[src/rtl/trex_pkg.sv]
// trex_pkg: dino state enum, sprite-select codes and Q-format helpers
// shared by the jump controller and the sprite draw block.
package trex_pkg;

  typedef enum logic [2:0] {
    ST_RUN,
    ST_DUCK,
    ST_RISE,
    ST_FALL,
    ST_DEAD
  } dino_st_e;

  localparam logic [3:0] SEL_RUN0  = 4'd0;
  localparam logic [3:0] SEL_RUN1  = 4'd1;
  localparam logic [3:0] SEL_DUCK0 = 4'd2;
  localparam logic [3:0] SEL_DUCK1 = 4'd3;
  localparam logic [3:0] SEL_JUMP  = 4'd4;
  localparam logic [3:0] SEL_DEAD  = 4'd5;

  localparam int Q_YW   = 10;
  localparam int Q_FRAC = 4;

  // Largest magnitude a signed Q(yw).(frac) value may hold.
  function automatic int q_max(input int yw, input int frac);
    return (2 ** (yw + frac - 1)) - 1;
  endfunction

  // Whole rows to Q-format LSBs.
  function automatic int q_of(input int rows, input int frac);
    return rows * (2 ** frac);
  endfunction

endpackage

[src/rtl/dino_anim_div.sv]
// dino_anim_div: frame divider for the run/duck animation phase.
// Ports: clk, rst_n, en (count this frame), clr (restart), ph (phase).
module dino_anim_div #(
  parameter int DIV = 6
) (
  input  logic clk,
  input  logic rst_n,
  input  logic en,
  input  logic clr,
  output logic ph
);

  localparam int CW = (DIV > 1) ? $clog2(DIV) : 1;

  logic [CW-1:0] cnt_q, cnt_d;
  logic          ph_q, ph_d;

  always_comb begin
    cnt_d = cnt_q;
    ph_d  = ph_q;
    if (clr) begin
      cnt_d = '0;
      ph_d  = 1'b0;
    end else if (en) begin
      if (cnt_q == CW'(DIV - 1)) begin
        cnt_d = '0;
        ph_d  = ~ph_q;
      end else begin
        cnt_d = cnt_q + CW'(1);
      end
    end
  end

  always_ff @(posedge clk or negedge rst_n) begin
    if (!rst_n) begin
      cnt_q <= '0;
      ph_q  <= 1'b0;
    end else begin
      cnt_q <= cnt_d;
      ph_q  <= ph_d;
    end
  end

  assign ph = ph_q;

endmodule

[src/rtl/dino_jump_ctrl.sv]
// dino_jump_ctrl: per-frame dino vertical physics, jump/duck/death FSM
// and sprite select. In: jump/duck/hit/restart/ground_y. Out: x/y/sel/flags.
module dino_jump_ctrl
  import trex_pkg::*;
#(
  parameter int YW       = Q_YW,
  parameter int FRAC     = Q_FRAC,
  parameter int X_POS    = 50,
  parameter int V_INIT   = -30,
  parameter int G        = 16,
  parameter int G_HOLD   = 8,
  parameter int G_FAST   = 48,
  parameter int HOLD_MAX = 12,
  parameter int MIN_Y    = 0,
  parameter int ANIM_DIV = 6
) (
  input  logic          FrameClk,
  input  logic          rst_n,
  input  logic          jump,
  input  logic          duck,
  input  logic          hit,
  input  logic          restart,
  input  logic [YW-1:0] ground_y,
  output logic [31:0]   dino_x,
  output logic [31:0]   dino_y,
  output logic [3:0]    dino_sel,
  output logic          airborne,
  output logic          dead
);

  localparam int PW     = YW + FRAC;
  localparam int AW     = PW + 2;
  localparam int HW     = $clog2(HOLD_MAX + 1);
  localparam int VMAX_I = q_max(YW, FRAC);
  localparam int VI_RAW = q_of(V_INIT, FRAC);
  localparam int VI_I   = (VI_RAW < -VMAX_I) ? -VMAX_I : VI_RAW;

  localparam logic signed [AW-1:0] VMAX  = AW'(VMAX_I);
  localparam logic signed [AW-1:0] ZERO  = '0;
  localparam logic signed [PW-1:0] VINIT = PW'(VI_I);
  localparam logic        [PW-1:0] MIN_P = PW'(q_of(MIN_Y, FRAC));
  localparam logic signed [AW-1:0] MIN_Q = $signed({2'b00, MIN_P});

  dino_st_e               state_q, state_d;
  logic        [PW-1:0] pos_q, pos_d;
  logic signed [PW-1:0] vel_q, vel_d;
  logic        [HW-1:0] hold_cnt_q, hold_cnt_d;
  logic                 hold_en_q, hold_en_d;
  logic                 lock_q, lock_d;
  logic                 seed_q, seed_d;

  logic        [PW-1:0] gnd_p;
  logic        [PW-1:0] pos_b;
  logic signed [AW-1:0] gnd_a;
  logic signed [AW-1:0] pos_nx;
  logic signed [AW-1:0] vel_sum;
  logic signed [AW-1:0] vel_new;
  logic signed [AW-1:0] g_add;
  logic                 hold_on;
  logic                 is_dead, kill, grnd, air;
  logic                 anim_clr;
  logic                 anim_ph;

  // pos_q is only loaded on the first edge after reset; until then the
  // ground row stands in for it, avoiding an async load from an input.
  assign gnd_p  = {ground_y, {FRAC{1'b0}}};
  assign pos_b  = seed_q ? pos_q : gnd_p;
  assign gnd_a  = $signed({2'b00, gnd_p});
  assign pos_nx = $signed({2'b00, pos_b})
                + $signed({{2{vel_q[PW-1]}}, vel_q});
  assign seed_d = 1'b1;

  assign hold_on = (state_q == ST_RISE) && jump && hold_en_q
                && (hold_cnt_q < HW'(HOLD_MAX));

  always_comb begin
    g_add = AW'(G);
    if (hold_on) begin
      g_add = AW'(G_HOLD);
    end else if (duck) begin
      g_add = AW'(G_FAST);
    end
  end

  assign vel_sum = $signed({{2{vel_q[PW-1]}}, vel_q}) + g_add;
  assign vel_new = (vel_sum > VMAX) ? VMAX : vel_sum;

  assign is_dead = (state_q == ST_DEAD);
  assign kill    = hit && !is_dead;
  assign grnd    = !kill && ((state_q == ST_RUN) || (state_q == ST_DUCK));
  assign air     = !kill && ((state_q == ST_RISE) || (state_q == ST_FALL));

  always_comb begin
    state_d    = state_q;
    pos_d      = pos_b;
    vel_d      = vel_q;
    hold_cnt_d = hold_cnt_q;
    hold_en_d  = hold_en_q;
    lock_d     = lock_q;
    anim_clr   = 1'b0;
    unique case (1'b1)
      kill: begin
        state_d = ST_DEAD;
      end
      is_dead: begin
        if (restart && !hit) begin
          state_d    = ST_RUN;
          pos_d      = gnd_p;
          vel_d      = '0;
          hold_cnt_d = '0;
          hold_en_d  = 1'b0;
          lock_d     = 1'b0;
          anim_clr   = 1'b1;
        end
      end
      grnd: begin
        pos_d = gnd_p;
        vel_d = '0;
        if (jump && !lock_q) begin
          state_d    = ST_RISE;
          vel_d      = VINIT;
          hold_cnt_d = '0;
          hold_en_d  = 1'b1;
        end else begin
          state_d = duck ? ST_DUCK : ST_RUN;
        end
        // A jump held through landing re-arms only once released.
        if (!jump) begin
          lock_d = 1'b0;
        end
      end
      air: begin
        if (hold_on) begin
          hold_cnt_d = hold_cnt_q + HW'(1);
        end
        if (!jump) begin
          hold_en_d = 1'b0;
        end
        if (pos_nx >= gnd_a) begin
          state_d    = duck ? ST_DUCK : ST_RUN;
          pos_d      = gnd_p;
          vel_d      = '0;
          hold_cnt_d = '0;
          hold_en_d  = 1'b0;
          lock_d     = jump;
        end else if (pos_nx < MIN_Q) begin
          state_d = ST_FALL;
          pos_d   = MIN_P;
          vel_d   = '0;
        end else begin
          pos_d = pos_nx[PW-1:0];
          vel_d = vel_new[PW-1:0];
          if ((state_q == ST_RISE) && (vel_new >= ZERO)) begin
            state_d = ST_FALL;
          end
        end
      end
      default: begin
        state_d = ST_RUN;
      end
    endcase
  end

  always_ff @(posedge FrameClk or negedge rst_n) begin
    if (!rst_n) begin
      state_q    <= ST_RUN;
      pos_q      <= '0;
      vel_q      <= '0;
      hold_cnt_q <= '0;
      hold_en_q  <= 1'b0;
      lock_q     <= 1'b0;
      seed_q     <= 1'b0;
    end else begin
      state_q    <= state_d;
      pos_q      <= pos_d;
      vel_q      <= vel_d;
      hold_cnt_q <= hold_cnt_d;
      hold_en_q  <= hold_en_d;
      lock_q     <= lock_d;
      seed_q     <= seed_d;
    end
  end

  dino_anim_div #(
    .DIV (ANIM_DIV)
  ) u_anim (
    .clk   (FrameClk),
    .rst_n (rst_n),
    .en    (grnd),
    .clr   (anim_clr),
    .ph    (anim_ph)
  );

  always_comb begin
    dino_sel = SEL_RUN0;
    unique case (state_q)
      ST_RUN:  dino_sel = anim_ph ? SEL_RUN1 : SEL_RUN0;
      ST_DUCK: dino_sel = anim_ph ? SEL_DUCK1 : SEL_DUCK0;
      ST_RISE: dino_sel = SEL_JUMP;
      ST_FALL: dino_sel = SEL_JUMP;
      ST_DEAD: dino_sel = SEL_DEAD;
      default: dino_sel = SEL_RUN0;
    endcase
  end

  assign dino_x   = 32'(X_POS);
  assign dino_y   = {{(32-YW){1'b0}}, pos_b[PW-1:FRAC]};
  assign airborne = (state_q == ST_RISE) || (state_q == ST_FALL);
  assign dead     = is_dead;

endmodule

[config.mk]
export PLATFORM = sky130hd
export DESIGN_NAME = dino_jump_ctrl
export DESIGN_NICKNAME = d
export VERILOG_FILES = /design/src/rtl/trex_pkg.sv /design/src/rtl/dino_anim_div.sv /design/src/rtl/dino_jump_ctrl.sv
export SDC_FILE = /design/constraint.sdc
export NUM_CORES = 1
export LEC_CHECK = 0
export CORE_ASPECT_RATIO = 1.1
export CORE_MARGIN = 2
export CORE_UTILIZATION = 30
export CTS_CLUSTER_SIZE = 25
export DETAILED_ROUTE_END_ITERATION = 8
export GPL_TIMING_DRIVEN = 0
export PLACE_DENSITY = 0.64
export SYNTH_ARGS = -nofsm -noshare
export SYNTH_HDL_FRONTEND = slang
export SYNTH_HIERARCHICAL = 1
export SYNTH_SLANG_ARGS = --single-unit
[constraint.sdc]
create_clock -name FrameClk -period 5.8 [get_ports FrameClk]
set_input_delay 0.58 -clock FrameClk [delete_from_list [all_inputs] [get_ports FrameClk]]
set_output_delay 0.58 -clock FrameClk [all_outputs]
set_load 0.1 [all_outputs]
# ---- Word-level counts from Yosys, hierarchy flattened
# Index checks and enable logic that the tools add are counted.
dict set report totals {
  word_cells 100
  regBits 42
}
dict set report op_classes {
  add_sub_neg 4
  n_eq_ne 12
  n_reduce_logical 26
  bitwise_logic 1
  order_cmp 5
  mux 43
}
# op count
set op_table {}
lappend op_table {{14-bit 2-to-1 mux} 8}
lappend op_table {{14-bit one-hot mux with 3 select lines} 2}
lappend op_table {{16-bit 2-to-1 mux} 2}
lappend op_table {{3-bit one-hot mux with 4 select lines} 2}
lappend op_table {{3-bit 2-to-1 mux} 7}
lappend op_table {{14-bit by 16-bit adder with 16-bit output} 1}
lappend op_table {{15-bit by 14-bit adder with 16-bit output} 1}
lappend op_table {{16-bit by 1-bit greater-or-equal comparator with 1-bit output, second input constant} 1}
lappend op_table {{16-bit by 15-bit greater-or-equal comparator with 1-bit output} 1}
lappend op_table {{16-bit by 14-bit greater-than comparator with 1-bit output, second input constant} 1}
lappend op_table {{16-bit by 1-bit less-than comparator with 1-bit output, second input constant} 1}
lappend op_table {{4-bit 2-to-1 mux} 4}
lappend op_table {{1-bit 2-to-1 mux} 13}
lappend op_table {{4-bit one-hot mux with 3 select lines} 1}
lappend op_table {{4-bit AND reduction} 3}
lappend op_table {{1-bit logical AND} 9}
lappend op_table {{3-bit by 2-bit equality test with 1-bit output, second input constant} 2}
lappend op_table {{3-bit equality test, second input constant} 2}
lappend op_table {{6-bit 2-to-1 mux} 1}
lappend op_table {{2-bit by 1-bit != test with 1-bit output, second input constant} 3}
lappend op_table {{3-bit by 2-bit != test with 1-bit output, second input constant} 2}
lappend op_table {{1-bit one-hot mux with 3 select lines} 2}
lappend op_table {{2-bit AND reduction} 3}
lappend op_table {{4-bit by 1-bit adder with 4-bit output, second input constant} 1}
lappend op_table {{other kinds (13)} 18}

# ---- Depth between registers and ports, before layout
# Gate-level depths: netlist of the first run.
dict set report logic_depth {
  depth_word 14
  ltp_mapped 19
  mapped_depth_nobuf 18
}

# ---- Modules after synthesis
# The synthesis of the first run kept the hierarchy.
# mod area_each_um2 instances seq_area_each_um2 cells_per_inst
set modules_own_cells {}
lappend modules_own_cells {dino_jump_ctrl 3548.4 1 950.9 431}
lappend modules_own_cells {dino_anim_div 196.4 1 100.1 16}

# ---- Worst setup path before layout of the first run
# No wires, ideal clock.
dict set report synth_path {
  path_kind {reg-to-reg}
  from {register seed_q}
  to {register hold_cnt_q[2]}
  setup_ns 0.087
  t_required_ns 5.713
  stages_incl_launch_ff 19
  period_less_slack_ns 6.545
  slack_ns -0.745
  t_arrival_ns 6.458
  path_cell_list {dfrtp_1 > clkbuf_1 > o21ai_0 > ha_1 > a21o_1 > a41oi_2 > a21oi_1 > a2111oi_0 > nor3_1 > xnor2_2 > ha_1 > nand4_1 > nor2_1 > a21bo_2 > o2111ai_2 > o311ai_2 > o211ai_2 > or3_1 > o211ai_1}
}
dict set report synth_via {
  elab_chain_cells 5
}
# item line
set synth_rtl {}
lappend synth_rtl {{start, declared} dino_jump_ctrl.sv:50} ;# logic seed_q, seed_d;
lappend synth_rtl {{start signal, assigned} dino_jump_ctrl.sv:172} ;# seed_q <= 1'b0;
lappend synth_rtl {{start signal, assigned} dino_jump_ctrl.sv:180} ;# seed_q <= seed_d;
lappend synth_rtl {{14-bit 2-to-1 mux *} dino_jump_ctrl.sv:67} ;# assign pos_b = seed_q ? pos_q : gnd_p;
lappend synth_rtl {{net dino_y[0]} dino_jump_ctrl.sv:25} ;# output logic [31:0] dino_y,
lappend synth_rtl {{15-bit by 14-bit adder with 16-bit output *} dino_jump_ctrl.sv:70} ;# + $signed({{2{vel_q[PW-1]}}, vel_q});
lappend synth_rtl {{16-bit by 15-bit greater-or-equal comparator with 1-bit output *} dino_jump_ctrl.sv:139} ;# if (pos_nx >= gnd_a) begin
lappend synth_rtl {{3-bit by 2-bit != test with 1-bit output (no line) / 4-bit 2-to-1 mux (equally long branches)} -}
lappend synth_rtl {{4-bit AND reduction (no line) / 4-bit one-hot mux with 3 select lines (equally long branches)} -}
lappend synth_rtl {{end signal, assigned} dino_jump_ctrl.sv:177} ;# hold_cnt_q <= hold_cnt_d;
lappend synth_rtl {{end, declared} dino_jump_ctrl.sv:47} ;# logic [HW-1:0] hold_cnt_q, hold_cnt_d;
# The timed path passes the listed nets; every way through them passes the cells marked *.
# A chain may end at the register's enable or synchronous reset.

# ---- Worst setup path in the final report of the first run
dict set report layout_path {
  from {register seed_q}
  to {register pos_q[8]}
}
dict set report layout_via {
  elab_chain_cells 6
}
# item line
set layout_rtl {}
lappend layout_rtl {{14-bit 2-to-1 mux *} dino_jump_ctrl.sv:67}
lappend layout_rtl {{15-bit by 14-bit adder with 16-bit output} dino_jump_ctrl.sv:70}
lappend layout_rtl {{16-bit by 1-bit less-than comparator with 1-bit output} dino_jump_ctrl.sv:146} ;# end else if (pos_nx < MIN_Q) begin
lappend layout_rtl {{14-bit 2-to-1 mux} dino_jump_ctrl.sv:146}
lappend layout_rtl {{14-bit 2-to-1 mux} dino_jump_ctrl.sv:139}
lappend layout_rtl {{14-bit one-hot mux with 3 select lines *} dino_jump_ctrl.sv:101} ;# unique case (1'b1)
lappend layout_rtl {{net pos_d[8]} dino_jump_ctrl.sv:45} ;# logic [PW-1:0] pos_q, pos_d;
lappend layout_rtl {{end signal, assigned} dino_jump_ctrl.sv:175} ;# pos_q <= pos_d;
lappend layout_rtl {{end, declared} dino_jump_ctrl.sv:45}
# Marks and branches as above.

==> impl_results.md, run 1 <==
- Proportion of synthesized chip area in sequential cells: 28.1%
- Mean instance size in the synthesized netlist: 8.38 sq um
- # placed instances: 686
- Synth Area in Simple Gates: around 17%
- Slowest stage cell, crit path: dfrtp_1
- Combinational cell fraction of total power: between 40% and 50%
- Number of nets in the layout: just under 600
- CTS hold repair buffers: 0
- Floorplan row count: 42
- Kind of end point of the critical path: flop
- Die height: 121 um
- Slew margin rel.: 34.1%
- Num CTS Buffers: 5
- Critical Path Fanout Max: 10
- Net Sw Power: 630 uW
- Last weighted congestion value of the routability-driven placer: 0.868
- Number of vias per cell: approximately 4.8
- Outcome: complete, no violations
- Peak ir drop on the vdd network: 0.133 mV
- HPWL after detailed placement: 7540 um
- Hold Slack: approximately 0.19 ns
- Worst setup path endpoint: pos_q[8]
- Wirelength, routed: 9600 um
- Launch point of the worst reg-to-reg path: seed_q
- Xor/xnor share of the synthesized area: 3.68%
- Total number of vias: 3353
- Worst Max-Slew Pin Slew: 0.985 ns
- Worst-path clk slew: 0.07 ns
- Largest family of logic cells by synthesized area: compound AO/OA/AOI/OAI gates
- Die width: around 110 um
- Critical Path Start: seed_q
- Initial DRT Pass Iterations: 5
- Design Power: about 1400 uW
- Endpoint arrival time on the critical path: 5.46 ns
- Final worst path period need: between 5 and 6 ns
- Total core area: 12100 sq um
- Total track usage: 14.3%
- Pint: 770 uW
- Number of buffers added on ports: 30
- Number of unique standard cell types used by synthesis: 62
- Post-synthesis adder-cell area fraction: a little over a tenth
- Number of max-slew violations in the final report: 0
- Worst r2r dst: pos_q[8]
- Number of antenna violations at the first check in global routing: 0
- Number of remaining DRC errors: 0
- Final instance count without filler cells: 694
- Final antenna-violating net count: 0
- Cell depth of the worst flop-to-flop path: 18
- Relative contribution of the clock network to total power: approximately a quarter
- Total of endpoints with negative setup slack in the final report: 0
- CP cell instances: buf_1, o21ai_1, ha_1, a21o_1, a41oi_2, a21oi_1, a2111oi_0, nor3_1, xnor2_2, ha_1, nand4_1, nor2_1, a21bo_2, o2111ai_2, o311ai_2, o21ai_1, a21oi_2, o21ai_0
- Cell at the root of the clock tree: clkbuf_16
- Worst skew pair latency: 0.29 ns
- Max Cap Violations: 0
- Power per cell area: 301 nW/um^2
- Full die area: 13400 sq um
- Hold/Removal Path Class: input port to async pin
- Fraction of power spent switching nets: 45.0%
- Post-synthesis instance total: roughly 450
- Fraction of the mapped netlist area in compound gates: a little under a quarter
- Top Ports: 86
- Minimum setup slack among reg-to-reg paths: 0.49 ns
- CTS tree: built
- Leakage power total: 0.00234 uW
- Pin count of the biggest net entering global routing: 31
- Layout cell share with drive strength beyond 1: between 10% and 20%
- WS Path Type: flop to flop
- Share of synthesized flip-flops with an asynchronous set or reset: 100%
- Number of fill cells in the layout: 1254
- Worst Clk Skew: 0.00946 ns
- Prevailing post-synth register cell: dfrtp_1
- Maximum single-stage delay on the critical path: 0.49 ns
- Average wire per cell in the routed design: 13.8 um
- H-Tree Depth: 2
- CTS Sinks: between 40 and 50
- Layout-stage area growth over the synthesis result: 24.2%
- Cell type with the largest total area after synthesis: dfrtp_1
- Sum of negative setup slack: 0 ns
- Diodes inserted: 0
- Area share of the leading cell type in the synthesized netlist: 28.1%
- Achievable Freq: roughly 0.19 GHz
- Critical path required time: 5.95 ns
- Final critical-path share of the clock period: 91.5%
- Initial standard-cell utilization of the core: 31.0%
- Cell types with the largest area share after synthesis: dfrtp_1, buf_4, ha_1
- Multiplexer fraction of the synthesized cell area: 1.50%
- EDFF count, synth: 0
- DRC violation total after the first TritonRoute iteration: 177
- Via count of the first global-routing pass: between 3000 and 4000
- Placed Instance Area: 4460 sq um
- Buffer levels on the longest clock path: 2
- Startpoint Class: flop
- Warning count from the yosys run: 6
- Cell area after synthesis: 3740 sq um
- Portion of total power attributed to sequential cells: between 20% and 30%
- Global route overflow: 0
- Global-route wire length before repair: 15500 um
- Unrepaired setup endpoints after global routing: no
- Post-route cell area: 4650 sq um
- Yosys reg bits: 42
- Hold Fails Final Rpt: 0
-- cell usage after synthesis, types with 3 or more instances --
library cell,instances
buf_4,57
dfrtp_1,42
nand2_1,37
nor2_1,31
ha_1,29
inv_1,29
a21oi_1,24
o21ai_0,24
o21ai_1,22
nand3_1,17
xnor2_1,11
a22oi_1,9
clkbuf_1,7
nor3_1,7
a21o_1,6
and3_1,5
nand2b_1,5
o211ai_1,5
a21oi_2,4
a22o_1,4
and2_1,4
nand4_1,4
nor2b_1,4
a21bo_2,3
a31oi_1,3
mux2i_1,3
or2_2,3
-- power groups by stage --
| stage | logic [uW] | clock network [uW] | registers (uW) |
|---|---|---|---|
| after global routing | 718 | 394 | 362 |
| after detailed placement | 664 | 0 | 364 |
| after floorplan | 554 | 0 | 353 |
| after CTS | 666 | 379 | 358 |
| final | 669 | 372 | 359 |
| after global placement | 654 | 0 | 361 |
-- per-stage QoR --
step / setup slack (ns) / utilization (%)
3_5_place_dp: 0.372 / 36.9
6_report: 0.494 / 38.5
3_3_place_gp: 0.390 / 36.7
4_1_cts: 0.484 / 38.5
2_1_floorplan: 0.140 / -
5_1_grt: 0.00861 / 38.5
-- metal layers --
| metal | track usage [%] | wire length, um | vias to the layer above |
|---|---|---|---|
| met5 | 0 | 0 | - |
| met4 | 4.45 | 153 | 0 |
| met3 | 3.15 | 609 | 12 |
| li1 | - | - | 1657 |
| met1 | 18.3 | 4180 | 1566 |
| met2 | 24.1 | 4660 | 118 |
-- cell usage in the layout, fill, tap and decap left out, drive strengths merged, types with 7 or more instances in the layout --
cell type       n
buf            63
conb           56
o21ai          46
dfrtp          42
nand2          37
nor2           31
inv            29
ha             29
clkdlybuf4s50  29
a21oi          28
nand3          17
xnor2          13
clkbuf         11
a22oi           9
nor3            7
o211ai          7
-- worst max-delay path, delay by kind of cell, from the launching register on --
family | cells | cell delay [ns]
xor gates and xnor gates | 1 | 0.17
buffers and inverters | 1 | 0.45
AOI/OAI and AO/OA | 11 | 3.00
and+or+nand+nor | 3 | 0.32
DFF | 1 | 0.49
adders and majority gates | 2 | 0.72
-- repair_timing --
item | CTS | global route
resized for setup | 0 | 1
buffers inserted | 0 | 0
setup endpoints to repair | 0 | 1
-- cell families (layout without fill, tap and decap cells) --
group                      after synthesis  count (layout)
and+or+nand+nor                        129             129
AOI/OAI and AO/OA                      128             128
buffers and inverters                   96             135
DFF                                     42              42
adders and majority gates               31              31
xor gates and xnor gates                14              14
muxes                                    5               5
other                                    2              56
-- registers in the layout, summed over array words and instances, names as in the netlist --
signal and count:
state_q 3, lock_q 1, hold_en_q 1, vel_q 14
hold_cnt_q 4, seed_q 1, u_anim/cnt_q 3, u_anim/ph 1
pos_q 14
-- worst min-delay path by stage --
stage                                to  slack (ns)  cells past startpoint
final                         pos_q[10]        0.19                      1
after global routing             seed_q        0.23                      1
after CTS                     pos_q[10]        0.20                      1
after detailed placement       vel_q[2]        0.49                      2
after global placement         vel_q[2]        0.49                      2
after floorplan           hold_cnt_q[0]        0.28                      0
-- final cells by class --
| cell class | instances | area (sq um) | area share (%) |
|---|---|---|---|
| Buffer | 67 | 475 | 10.2 |
| Clock buffer | 5 | 125 | 2.69 |
| Clock inverter | 3 | 68.8 | 1.48 |
| Inverter | 29 | 109 | 2.34 |
| Multi-Input combinational cell | 363 | 2310 | 49.7 |
| Sequential cell | 42 | 1050 | 22.6 |
| Tap cell | 154 | 193 | 4.14 |
| Timing Repair Buffer | 31 | 315 | 6.78 |
No activity file was read; power rests on OpenSTA's default activity.
==> run 2, diff against run 1 <==
--- a/config.mk
+++ b/config.mk
@@ -10,6 +10,7 @@
 export CORE_UTILIZATION = 30
 export CTS_CLUSTER_SIZE = 25
 export DETAILED_ROUTE_END_ITERATION = 8
+export GPL_ROUTABILITY_DRIVEN = 0
 export GPL_TIMING_DRIVEN = 0
 export PLACE_DENSITY = 0.64
 export SYNTH_ARGS = -nofsm -noshare
==> impl_results.md, run 2 (synthesis gave the netlist of run 1 again) <==
- Outcome: complete, no violations
- Most common library cell in the layout ignoring fill and taps: buf_4
- Global route overflow: 0 (unchanged)
- Number of buffers added on ports: 30 (unchanged)
- Startpoint Class: flop
- Wirelength, routed: 9460 um (-1.4%)
- Highest-utilization routing layer at the global route stage: met2
- Endpoint arrival time on the critical path: 5.34 ns (-0.12 ns)
- Number of remaining DRC errors: 0 (unchanged)
- Layout cell share with drive strength beyond 1: 17.0% (unchanged)
- DRC violation total after the first TritonRoute iteration: 130 (-27%)
- Leakage power total: 0.00235 uW (+0.13%)
- Cell depth of the worst flop-to-flop path: 19 (+1)
- Kind of end point of the critical path: flop
- Die width: 111 um (unchanged)
- Met1 capacity usage during global routing: 17.7% (-0.60 points)
- Critical path buffers and inverters: 2 (+1)
- Floorplan row count: 42 (unchanged)
- Total core area: 12100 sq um (unchanged)
- Critical path required time: 5.95 ns (about the same)
- Total of endpoints with negative setup slack in the final report: 0 (unchanged)
- Final critical-path share of the clock period: 89.5% (-2.0 points)
- Most frequent cell on the critical path: ha_1
- CP cell instances: clkbuf_1, nand2_1, inv_1, ha_1, a211o_1, a41oi_2, a21oi_1, a2111oi_0, nor3_1, xnor2_2, ha_1, nand4_1, nor2_1, a21bo_2, o2111ai_2, o311ai_2, o21ai_1, a21oi_2, o21ai_0
- Slew margin rel.: 34.7% (+0.61 points)
- Worst r2r dst: pos_q[8]
- Kind of cell adding the most delay to the critical path: compound AO/OA/AOI/OAI gates
- CTS Sinks: 42 (unchanged)
- Number of max-slew violations in the final report: 0 (unchanged)
- Minimum setup slack in the final design: 0.611 ns (+0.117 ns)
- CTS hold repair buffers: 0 (unchanged)
- Number of vias per cell: 4.86 (+0.66%)
- Global-route wire length before repair: 15200 um (-1.4%)
- Peak ir drop on the vdd network: 0.173 mV (+30%)
- PostCTS Resize Cnt: 0 (unchanged)
- Achievable Freq: 0.193 GHz (+2.3%)
- Sum of negative setup slack: 0 ns (unchanged)
- Global Route met2 Usage: 24.0% (-0.12 points)
- Via count of the first global-routing pass: 3149 (-0.032%)
- CTS tree: built
- Die height: 121 um (unchanged)
- Buffer levels on the longest clock path: 2 (unchanged)
- Average wire per cell in the routed design: 13.6 um (-1.4%)
- Pin count of the biggest net entering global routing: 32 (+3.2%)
- Power per cell area: 302 nW/um^2 (+0.27%)
- Worst setup slack after placement: 0.350 ns (-0.0216 ns)
- Post-CTS setup buffer count: 0 (unchanged)
- Cell at the root of the clock tree: clkbuf_16
- Max Cap Violations: 0 (unchanged)
- Diodes inserted: 0 (unchanged)
- Number of fill cells in the layout: 1261 (+0.56%)
- Initial standard-cell utilization of the core: 31.0% (unchanged)
- Full die area: 13400 sq um (unchanged)
- Minimum setup slack among reg-to-reg paths: 0.61 ns (+0.12 ns)
- Hold/Removal Path Class: input port to async pin
- Design Power: 1400 uW (+0.37%)
- Final worst path period need: 5.19 ns (-0.117 ns)
- Final antenna-violating net count: 0 (unchanged)
- Total number of vias: 3375 (+0.66%)
- Hold Fails Final Rpt: 0 (unchanged)
- Initial DRT Pass Iterations: 4 (-1)
- Number of nets in the layout: 586 (unchanged)
- Registers with the most flip-flops: pos_q (14), vel_q (14), hold_cnt_q (4)
- Top Ports: 86 (unchanged)
- HPWL after detailed placement: 7480 um (-0.82%)
- Total track usage: 13.9% (-0.32 points)
- Layout-stage area growth over the synthesis result: 24.3%
- Worst skew pair latency: 0.29 ns (about the same)
- Num CTS Buffers: 5 (unchanged)
- Worst Clk Skew: 0.00820 ns (-0.00126 ns)
- Worst Max-Slew Pin Slew: 0.976 ns (-0.00918 ns)
- WS Path Type: flop to flop
- Maximum single-stage delay on the critical path: 0.48 ns (about the same)
- Launch point of the worst reg-to-reg path: seed_q
- Most frequent cells in the layout: buf_4, conb_1, dfrtp_1
- Worst-path clk slew: 0.07 ns (about the same)
- Number of antenna violations at the first check in global routing: 0 (unchanged)
- H-Tree Depth: 2 (unchanged)
- GRT met3 Usage: 2.65% (-0.50 points)
- Critical Path Fanout Max: 10 (unchanged)
- Slowest stage cell, crit path: dfrtp_1
- Unrepaired setup endpoints after global routing: no
==> run 2: changes by cell type in the layout (fill, tap and decap cells not counted), sizes merged <==
cell and delta:
buf -1, clkbuf +2, clkinv -1
==> run 2: layout make-up <==
class / count / area (sq um) / share of cell area (%)
Clock inverter: 2 / 60.1 / 1.29
Sequential cell: 42 / 1050 / 22.6
Clock buffer: 6 / 139 / 2.98
Inverter: 29 / 109 / 2.34
Buffer: 67 / 475 / 10.2
Multi-Input combinational cell: 363 / 2310 / 49.7
Timing Repair Buffer: 31 / 315 / 6.77
Tap cell: 154 / 193 / 4.14
==> run 2: worst max path at each step <==
stage	start	end	slack, ns	cells past startpoint
CTS	seed_q	pos_q[8]	0.58	19
detailed placement	ground_y[0]	pos_q[8]	0.35	19
global placement	ground_y[0]	pos_q[4]	0.41	19
floorplan	seed_q	hold_cnt_q[2]	0.14	18
global route	seed_q	pos_q[8]	0.20	19
finish	seed_q	pos_q[8]	0.61	19
==> run 2: per-stage QoR <==
stage	area, sq um	util, %	cells	hold slack, ns
final	4650	38.5	694	0.189
after global routing	4650	38.5	694	0.207
after CTS	4650	38.5	694	0.193
after detailed placement	4460	36.9	686	0.494
after global placement	4440	36.7	685	0.488
after floorplan	3950	-	501	0.284
==> run 2: report_power, final <==
part / switching, uW / internal, uW
clock network: 117 / 259
logic: 475 / 197
registers: 31.9 / 326
total: 624 / 781
==> run 2: layer usage <==
metal | vias to the layer above | wire [um]
met5 | - | 0
met4 | 0 | 190
met3 | 18 | 616
met2 | 117 | 4560
met1 | 1586 | 4100
li1 | 1654 | -
==> run 3, diff against run 2 <==
--- a/config.mk
+++ b/config.mk
@@ -5,7 +5,8 @@
 export SDC_FILE = /design/constraint.sdc
 export NUM_CORES = 1
 export LEC_CHECK = 0
-export CORE_ASPECT_RATIO = 1.1
+export ABC_AREA = 1
+export CORE_ASPECT_RATIO = 0.9
 export CORE_MARGIN = 2
 export CORE_UTILIZATION = 30
 export CTS_CLUSTER_SIZE = 25
==> impl_results.md, run 3 <==
- Number of antenna violations at the first check in global routing: 0 (unchanged)
- Num CTS Buffers: 5 (unchanged)
- EDFF count, synth: 0 (unchanged)
- Peak ir drop on the vdd network: 0.266 mV (+54%)
- Number of buffers added on ports: 30 (unchanged)
- H-Tree Depth: 2 (unchanged)
- Fraction of power spent switching nets: 57.7% (+13 points)
- Number of nets in the layout: 711 (+21%)
- Critical path buffers and inverters: 2 (unchanged)
- Final worst path period need: 4.64 ns (-0.548 ns)
- Kind of cell adding the most delay to the critical path: compound AO/OA/AOI/OAI gates
- Unrepaired setup endpoints after global routing: no
- Pin count of the biggest net entering global routing: 38 (+19%)
- Cell depth of the worst flop-to-flop path: 21 (+2)
- Layout cell share with drive strength beyond 1: 14.6% (-2.5 points)
- Area share of the leading cell type in the synthesized netlist: 26.1% (-2.0 points)
- Worst Clk Skew: 0.0114 ns (+0.00319 ns)
- Worst r2r dst: hold_cnt_q[0]
- Sum of negative setup slack: 0 ns (unchanged)
- Outcome: complete, no violations
- Prevailing post-synth register cell: dfrtp_1
- Portion of total power attributed to sequential cells: 18.1% (-7.4 points)
- Achievable Freq: 0.215 GHz (+12%)
- WS Path Type: input port to flop
- Final critical-path share of the clock period: 80.0% (-9.4 points)
- Warning count from the yosys run: 6 (unchanged)
- Yosys reg bits: 42 (unchanged)
- Average wire per cell in the routed design: 12.1 um (-12%)
- HPWL after detailed placement: 8250 um (+10%)
- Via count of the first global-routing pass: 3309 (+5.1%)
- Proportion of synthesized chip area in sequential cells: 26.1% (-2.0 points)
- Startpoint Class: input port
- Die height: 114 um (-6.0%)
- Worst-path clk slew: 0.07 ns (about the same)
- CTS hold repair buffers: 0 (unchanged)
- DRC violation total after the first TritonRoute iteration: 213 (+64%)
- Critical path required time: 6.01 ns (+0.06 ns)
- CTS Sinks: 42 (unchanged)
- Global route overflow: 0 (unchanged)
- Initial standard-cell utilization of the core: 30.5% (-0.49 points)
- Minimum setup slack in the final design: 1.16 ns (+0.548 ns)
- Worst Max-Slew Pin Slew: 0.990 ns (+0.0140 ns)
- Power per cell area: 482 nW/um^2 (+60%)
- Net Sw Power: 1360 uW (+120%)
- Number of remaining DRC errors: 0 (unchanged)
- Initial DRT Pass Iterations: 4 (unchanged)
- Cell types with the largest area share after synthesis: dfrtp_1, nand2_1, buf_4
- Registers with the most flip-flops: pos_q (14), vel_q (14), hold_cnt_q (4)
- Total number of vias: 3679 (+9.0%)
- Critical Path Fanout Max: 10 (unchanged)
- Hold Fails Final Rpt: 0 (unchanged)
- Diodes inserted: 0 (unchanged)
- Kind of end point of the critical path: flop
- Top-count cell post-synth: nand2_1
- Slowest stage cell, crit path: clkdlybuf4s50_1
- Buffer levels on the longest clock path: 2 (unchanged)
- Combinational cell fraction of total power: 69.5% (+22 points)
- Final antenna-violating net count: 0 (unchanged)
- Post-CTS setup buffer count: 0 (unchanged)
- Floorplan row count: 40 (-4.8%)
- Number of unique standard cell types used by synthesis: 44 (-29%)
- Global-route wire length before repair: 16300 um (+6.7%)
- CP cell instances: clkdlybuf4s50_1, inv_1, o21ai_0, ha_1, nand2_1, nand2_1, a21oi_1, nand2_2, a21oi_1, xnor2_1, ha_1, a21oi_1, nor2_1, a211oi_1, nor2_1, nor2_1, nand2_1, nand2_4, nand2_8, nor2_2, nand3_1, o21ai_1
- Launch point of the worst reg-to-reg path: seed_q
- Die width: 126 um (+14%)
- Slew margin rel.: 33.8% (-0.94 points)
- Full die area: 14400 sq um (+7.3%)
- Mean instance size in the synthesized netlist: 7.04 sq um (-16%)
- Endpoint arrival time on the critical path: 4.85 ns (-0.49 ns)
- Worst setup slack after placement: 0.933 ns (+0.583 ns)
- Relative contribution of the clock network to total power: 12.3% (-14 points)
- Worst skew pair latency: 0.29 ns (about the same)
- Synth top cells by count: nand2_1, inv_1, buf_4
- Minimum setup slack among reg-to-reg paths: 1.21 ns (+0.60 ns)
- Most common library cell in the layout ignoring fill and taps: nand2_1
- Layout-stage area growth over the synthesis result: 21.8%
- Leakage power total: 0.00256 uW (+8.9%)
- Pint: 1000 uW (+28%)
- Most frequent cells in the layout: nand2_1, inv_1, conb_1
- Max Cap Violations: 0 (unchanged)
- CTS tree: built
- Cell area after synthesis: 4030 sq um (+7.6%)
- Number of fill cells in the layout: 1424 (+13%)
- PostCTS Resize Cnt: 0 (unchanged)
- Total track usage: 13.9% (about the same)
- Number of vias per cell: 4.42 (-9.2%)
- Post-synthesis instance total: 572 (+28%)
- Share of synthesized flip-flops with an asynchronous set or reset: 100% (unchanged)
- Total core area: 13200 sq um (+9.3%)
- Cell at the root of the clock tree: clkbuf_16
- Number of max-slew violations in the final report: 0 (unchanged)
- Maximum single-stage delay on the critical path: 0.61 ns (+0.13 ns)
- Hold/Removal Path Class: input port to async pin
- Top Ports: 86 (unchanged)
- Cell type with the largest total area after synthesis: dfrtp_1
- Total of endpoints with negative setup slack in the final report: 0 (unchanged)
- Post-layout utilization of the core: 37.1% (-1.4 points)
- Wirelength, routed: 10000 um (+6.1%)
==> run 3: cell types whose count changed in the layout (fill, tap and decap cells not counted), moves of 7 or more <==
cell | previous run | this run
nand2_1 | 37 | 126
inv_1 | 29 | 66
nand3_1 | 17 | 47
o21ai_1 | 31 | 8
nor2_1 | 31 | 46
xor2_1 | 1 | 12
a221oi_1 | 1 | 9
a21oi_1 | 24 | 31
==> run 3: power groups by stage <==
| stage | combinational, uW | clock [uW] | sequential, uW |
|---|---|---|---|
| after floorplan | 1320 | 0 | 417 |
| after global placement | 1630 | 0 | 433 |
| after detailed placement | 1640 | 0 | 434 |
| after CTS | 1650 | 294 | 429 |
| after global routing | 1810 | 308 | 436 |
| final | 1640 | 291 | 429 |
==> run 3: metrics by stage <==
stage	total power (uW)	std cells	instance area, sq um	hold WS, ns
floorplan	1740	626	4230	0.284
global placement	2060	824	4740	0.459
detailed placement	2080	825	4760	0.435
CTS	2370	833	4910	0.131
global route	2550	833	4910	0.132
finish	2360	833	4910	0.126
==> run 3: cell families after synthesis <==
kind of cell	after synthesis	share of synthesized area (%)
other	2	0.186
AO/OA/AOI/OAI	93	13.9
adder cells (fa/ha/maj)	31	10.0
XOR/XNOR	19	4.13
buffers and inverters	137	18.3
AND/OR/NAND/NOR	248	27.5
flip-flops	42	26.1
==> run 3: worst reg2reg max path, delay by kind of cell (launching register included) <==
kind / cells / cell delay (ns)
compound gates: 5 / 1.07
xor+xnor: 1 / 0.28
fa+ha+maj: 2 / 0.79
buf+inv: 1 / 0.51
flops: 1 / 0.48
simple gates: 12 / 1.38
==> run 3: final cells by class <==
class                   instances  area, sq um  share of cell area [%]
clock buffers                   5          125                    2.55
well taps                     168          210                    4.28
flip-flops and latches         42         1050                    21.4
clock inverters                 3         23.8                   0.485
multi-input cells             447         2440                    49.8
inverters                      73          277                    5.64
repair buffers                 31          315                    6.43
plain buffers                  64          459                    9.36
==> run 3: worst max path at each step <==
stage	slack (ns)	end	start	cells after the start
final	1.16	hold_cnt_q[0]	ground_y[0]	22
after CTS	1.20	hold_cnt_q[0]	ground_y[0]	22
after global routing	0.89	hold_cnt_q[0]	ground_y[2]	22
after global placement	0.97	hold_cnt_q[0]	ground_y[0]	22
after detailed placement	0.93	hold_cnt_q[0]	ground_y[0]	22
after floorplan	0.11	pos_q[10]	ground_y[2]	22
==> run 3: layer usage <==
metal / share of wire, % / vias up / routed length [um] / global-route usage, %
met5: 0 / - / 0 / 0
met4: 1.0 / 0 / 104 / 3.00
met3: 5.4 / 8 / 540 / 2.58
met2: 43 / 75 / 4330 / 21.4
met1: 50 / 1650 / 5070 / 20.4
li1: - / 1946 / - / -
